$ cat src/rtl/pipe_datapath.sv
// Two-stage integer datapath: combinational read + ALU at issue, one registered writeback slot.
// Define PIPE_DATAPATH_FWD_EN to forward slot data to issuing operands instead of stalling.
module pipe_datapath #(
   parameter  int XLEN = 32,
   parameter  int NREG = 32,
   localparam int AW   = $clog2(NREG),
   localparam int SW   = $clog2(XLEN)
) (
   input  logic            clock,
   input  logic            reset,
   input  logic            in_valid,
   output logic            in_ready,
   input  logic [3:0]      op,
   input  logic            use_imm,
   input  logic [AW-1:0]   rs1,
   input  logic [AW-1:0]   rs2,
   input  logic [AW-1:0]   rd,
   input  logic            reg_write,
   input  logic [XLEN-1:0] imm,
   output logic            res_valid,
   input  logic            res_ready,
   output logic [XLEN-1:0] res_data,
   output logic [AW-1:0]   res_rd
);

   logic [XLEN-1:0] r_rf [NREG];
   logic            r_vld;
   logic            r_we;
   logic [AW-1:0]   r_rd;
   logic [XLEN-1:0] r_data;

   logic            w_slot_dst;
   logic            w_retire;
   logic            w_wr_en;
   logic            w_issue;
   logic            w_hazard;
   logic [XLEN-1:0] w_a;
   logic [XLEN-1:0] w_rs2_val;
   logic [XLEN-1:0] w_b;
   logic [SW-1:0]   w_shamt;
   logic [XLEN-1:0] w_alu;

   assign w_slot_dst = r_vld && r_we && (r_rd != '0);
   assign w_retire   = r_vld && res_ready;
   assign w_wr_en    = w_retire && w_slot_dst;

`ifdef PIPE_DATAPATH_FWD_EN
   // Slot data is the newest value of its rd whether or not it retires this cycle.
   assign w_a       = (rs1 == '0) ? '0 : (w_slot_dst && rs1 == r_rd) ? r_data : r_rf[rs1];
   assign w_rs2_val = (rs2 == '0) ? '0 : (w_slot_dst && rs2 == r_rd) ? r_data : r_rf[rs2];
   assign w_hazard  = 1'b0;
`else
   assign w_a       = (rs1 == '0) ? '0 : (w_wr_en && rs1 == r_rd) ? r_data : r_rf[rs1];
   assign w_rs2_val = (rs2 == '0) ? '0 : (w_wr_en && rs2 == r_rd) ? r_data : r_rf[rs2];
   assign w_hazard  = w_slot_dst && ((rs1 == r_rd) || (!use_imm && rs2 == r_rd));
`endif

   assign w_b     = use_imm ? imm : w_rs2_val;
   assign w_shamt = w_b[SW-1:0];

   always_comb begin
      w_alu = '0;
      case (op)
         4'd0:    w_alu = w_a + w_b;
         4'd1:    w_alu = w_a - w_b;
         4'd2:    w_alu = w_a & w_b;
         4'd3:    w_alu = w_a | w_b;
         4'd4:    w_alu = w_a ^ w_b;
         4'd5:    w_alu = w_a << w_shamt;
         4'd6:    w_alu = w_a >> w_shamt;
         4'd7:    w_alu = $signed(w_a) >>> w_shamt;
         4'd8:    w_alu = {{(XLEN-1){1'b0}}, ($signed(w_a) < $signed(w_b))};
         4'd9:    w_alu = {{(XLEN-1){1'b0}}, (w_a < w_b)};
         default: w_alu = '0;
      endcase
   end

   assign in_ready = (!r_vld || res_ready) && !w_hazard;
   assign w_issue  = in_valid && in_ready;

   // A new issue on the retire edge reloads the slot, giving one instruction per cycle.
   always_ff @(posedge clock or negedge reset) begin
      if (!reset) begin
         r_vld  <= 1'b0;
         r_we   <= 1'b0;
         r_rd   <= '0;
         r_data <= '0;
      end else if (w_issue) begin
         r_vld  <= 1'b1;
         r_we   <= reg_write;
         r_rd   <= rd;
         r_data <= w_alu;
      end else if (w_retire) begin
         r_vld  <= 1'b0;
      end
   end

   always_ff @(posedge clock or negedge reset) begin
      if (!reset) begin
         for (int i = 0; i < NREG; i++) r_rf[i] <= '0;
      end else if (w_wr_en) begin
         r_rf[r_rd] <= r_data;
      end
   end

   assign res_valid = r_vld;
   assign res_data  = r_data;
   assign res_rd    = r_rd;

endmodule

$ cat config.mk
export PLATFORM = sky130hd
export DESIGN_NAME = pipe_datapath
export DESIGN_NICKNAME = d
export VERILOG_FILES = /design/src/rtl/pipe_datapath.sv
export SDC_FILE = /design/constraint.sdc
export NUM_CORES = 2
export LEC_CHECK = 0
export ABC_AREA = 1
export BUFFER_PORTS_ARGS = -buffer_cell sky130_fd_sc_hd__buf_2
export CORE_UTILIZATION = 35
export CTS_BUF_LIST = sky130_fd_sc_hd__clkbuf_2
export CTS_CLUSTER_SIZE = 10
export DETAILED_ROUTE_END_ITERATION = 8
export HOLD_SLACK_MARGIN = 0.03
export PLACE_DENSITY = 0.55
export SLEW_MARGIN = 20
export SYNTH_ARGS = -nofsm -noshare
export SYNTH_HDL_FRONTEND = slang
export SYNTH_SLANG_ARGS = --single-unit
$ cat constraint.sdc
create_clock -name clock -period 4.9 [get_ports clock]
set_clock_uncertainty 0.1 [all_clocks]
set_input_delay 0.735 -clock clock [delete_from_list [all_inputs] [get_ports clock]]
set_output_delay 0.735 -clock clock [all_outputs]
set_load 0.01 [all_outputs]
==> results.py <==
metrics = {
    "placement": {
        "dp_hpwl_um": 208300,
        "finalWeightedCongestion": 0.9717,
        "port_buffers": 95,
    },
    "synthesis": {
        "netlist_top_cells_count": "nand2_1 (2,828), o21ai_0 (1,444), nand3_1 (1,187)",
        "synth.area.top_cells": "dfrtp_1 (39%), nand2_1 (16%), o21ai_0 (11%)",
        "avgSynthCellArea_um2": 6.897,
        "synth_top_area_cell": "dfrtp_1",
        "yosysUniqueCellTypes": 57,
        "synth-seq-area-share_pct": 39.37,
        "synth_cells": 9796,
        "async_reset_ff_share_pct": 100.0,
        "synth.most_common_cell": "nand2_1",
        "yosysWarnings": 0,
        "ys_seq_elements": 1063,
        "synth.cell_area_um2": 67560,
        "synth_ff_type": "dfrtp_1",
        "synth_top_area_share_pct": 39.37,
        "synth_enable_flop_cells": 0,
        "synth_nets": 9958,
    },
    "global_route": {
        "antenna_found_initial": 14,
        "grt_use_total_pct": 32.75,
        "grt_pass1_wl_um": 476200,
        "globalRouteOverflowTotal": 0,
        "grt_pass1_vias": 70492,
        "grt_max_degree": 111,
    },
    "critical_path": {
        "critPathMaxFanout": 7,
        "worst_ep_required_time_ns": 6.42,
        "critPathKind": "flop to flop",
        "end_kind": "flop",
        "crit_slowest_cell": "dfrtp_1",
        "reg2reg_depth": 29,
        "crit_path_start": "res_rd[3]",
        "rrSetupSlack_ns": 0.1,
        "critPathCapture": "res_data[25]",
        "reg2reg_from": "res_rd[3]",
        "arrival_ns": 6.33,
        "slowest_delay_ns": 0.41,
        "cp_common_cell": "buf_4",
        "start_kind": "flop",
        "timing.rr.end": "res_data[25]",
    },
    "timing": {
        "grt_setup_unrepaired": "true",
        "fmax_mhz": 208.1,
        "min_period_ns": 4.805,
        "slew_headroom_pct": 17.03,
        "timing.final.hold_violations": 0,
        "worst_pin_slew_ns": 1.244,
        "timing.final.crit_share_pct": 98.06,
        "slew_violations": 0,
        "setup_viol": 0,
    },
    "finish": {
        "syn_to_final_growth_pct": 20.22,
        "drive_gt1_share_pct": 17.32,
        "fin_nets": 10555,
        "final_util_pct": 42.53,
    },
    "clocking": {
        "clkLatencyLatePin_ns": 1.81,
        "cts_tree": "yes",
        "cts_sinks": 1063,
        "cts_root_buf": "clkbuf_2",
        "clock_path_buffers": 4,
        "htree_levels": 5,
        "path_clk_slew_ns": 0.09,
        "numCtsBuffers": 317,
    },
    "worst_hold_path": {
        "whs_path_depth": 12,
        "hold_class": "primary input to flop",
    },
    "floorplanning": {
        "die_w_um": 441.4,
        "die_area_um2": 194800,
        "start_util_pct": 35.38,
        "rows": 160,
        "core_area_um2": 191000,
        "ioPinCount": 96,
        "die_y_um": 441.4,
    },
    "pwr": {
        "leakagePower_nw": 37.70,
        "total_power_mw": 26.49,
        "ir_worst_vdd_uv": 184.6,
        "powerDensity_nw_per_um2": 326.1,
    },
    "run": {
        "cap_violations": 0,
    },
    "drt": {
        "ant_nets": 0,
        "wl_per_cell_um": 24.86,
        "routed_wl_um": 326000,
        "drt_iter0_markers": 9959,
        "vias": 75154,
        "drc_errors": 0,
        "vias_per_cell": 5.730,
        "dr.pass1.iters": 9,
    },
    "outcome": {
        "status": "complete, no violations",
    },
}
[layer usage]
metal  track usage [%]  routed length [µm]  vias to the layer above
li1                  -                   -                    34211
met1             44.00              134700                    35770
met2             49.67              141000                     4255
met3             6.691               31500                      912
met4             16.79               18780                        6
met5                 0                  41                        -
[critical path: cells and delay by family (launching register included)]
| kind | cells | cell delay (ns) |
|---|---|---|
| AND/OR/NAND/NOR | 10 | 1.20 |
| buffers and inverters | 8 | 1.25 |
| AO/OA/AOI/OAI | 9 | 1.49 |
| adder cells (fa/ha/maj) | 1 | 0.22 |
| flip-flops | 1 | 0.41 |
| XOR/XNOR | 1 | 0.14 |
[cell type report]
class | instances | area (µm²)
Antenna cell | 8 | 20.02
Clock buffer | 457 | 2287
Clock inverter | 65 | 260.3
Fill cell | 19945 | 109800
Inverter | 619 | 2361
Multi-Input combinational cell | 7247 | 35910
Sequential cell | 1063 | 26600
Tap cell | 2511 | 3142
Timing Repair Buffer | 1145 | 10640
[flip-flops by register name, indices dropped and copies added, names as in the netlist]
register   cells
res_valid      1
res_rd         5
r_rf        1024
r_we           1
res_data      32
[logic make-up (layout without fill, tap and decap cells)]
group                      Yosys count  in the layout  synth area share (%)
muxes                                1              1               0.01667
adders and majority gates          105            105                 1.967
and+or+nand+nor                   4410           4411                 27.29
DFF                               1063           1063                 39.37
buffers and inverters             1487           2286                 9.161
AOI/OAI and AO/OA                 2713           2713                 21.97
other                                0              8                     0
xor gates and xnor gates            17             17                0.2204
[stage by stage]
stage	instance area, µm²	setup WS, ns	hold WS [ns]	TNS (ns)	instances
3_5_place_dp	76670	-1.084	0.2894	-21.49	12492
4_1_cts	80270	0.003061	0.04547	0	13095
2_1_floorplan	67560	0.1058	0.3394	0	9796
6_report	81220	0.09512	0.1683	0	13115
3_3_place_gp	76670	-1.168	0.2888	-22.78	12492
5_1_grt	81220	-0.03945	0.1228	-0.04370	13114
[how the worst min path moves through the flow]
stage | endpoint | startpoint | slack (ns)
detailed placement | r_rf[1022] | r_rf[1022] | 0.29
floorplan | r_rf[0] | reset | 0.34
CTS | res_data[10] | use_imm | 0.05
finish | res_data[10] | use_imm | 0.17
global route | res_data[10] | use_imm | 0.12
global placement | r_rf[1000] | r_rf[1000] | 0.29
[layout by cell type (no fill, tap or decap), types with 16 or more instances in the layout]
master         count
nand3_1         1165
buf_2             86
clkinv_1          49
inv_2             34
nand2_2           40
dlygate4sd3_1     75
o21ai_1           92
a21oi_2           24
buf_4            810
a21oi_1          734
nor2_2            24
ha_1              86
o21a_1            26
o31ai_1           22
o21ai_0         1408
clkbuf_2         457
nor2_1           248
nand4_1           20
o211ai_1         178
nand2_1         2786
buf_12           150
o22ai_1           16
nand3_2           37
o311ai_0          53
dfrtp_1         1063
nand2_4           31
inv_1            581
a221oi_1          64
[report_power, final]
part           leakage, nW  switching (mW)  internal, mW
registers             13.5           0.859          10.0
clock network         2.04            4.25          2.46
logic                 22.1            5.63          3.27
[timing repair]
action	4_1_cts	5_1_grt
cloned	1	4
gates resized for setup	62	194
setup buffers	4	9
hold endpoints to repair	1127	0
pin swaps	4	43
endpoints found under the setup margin	27	29
hold buffers	76	0
Power figures use the tool's default switching activity.
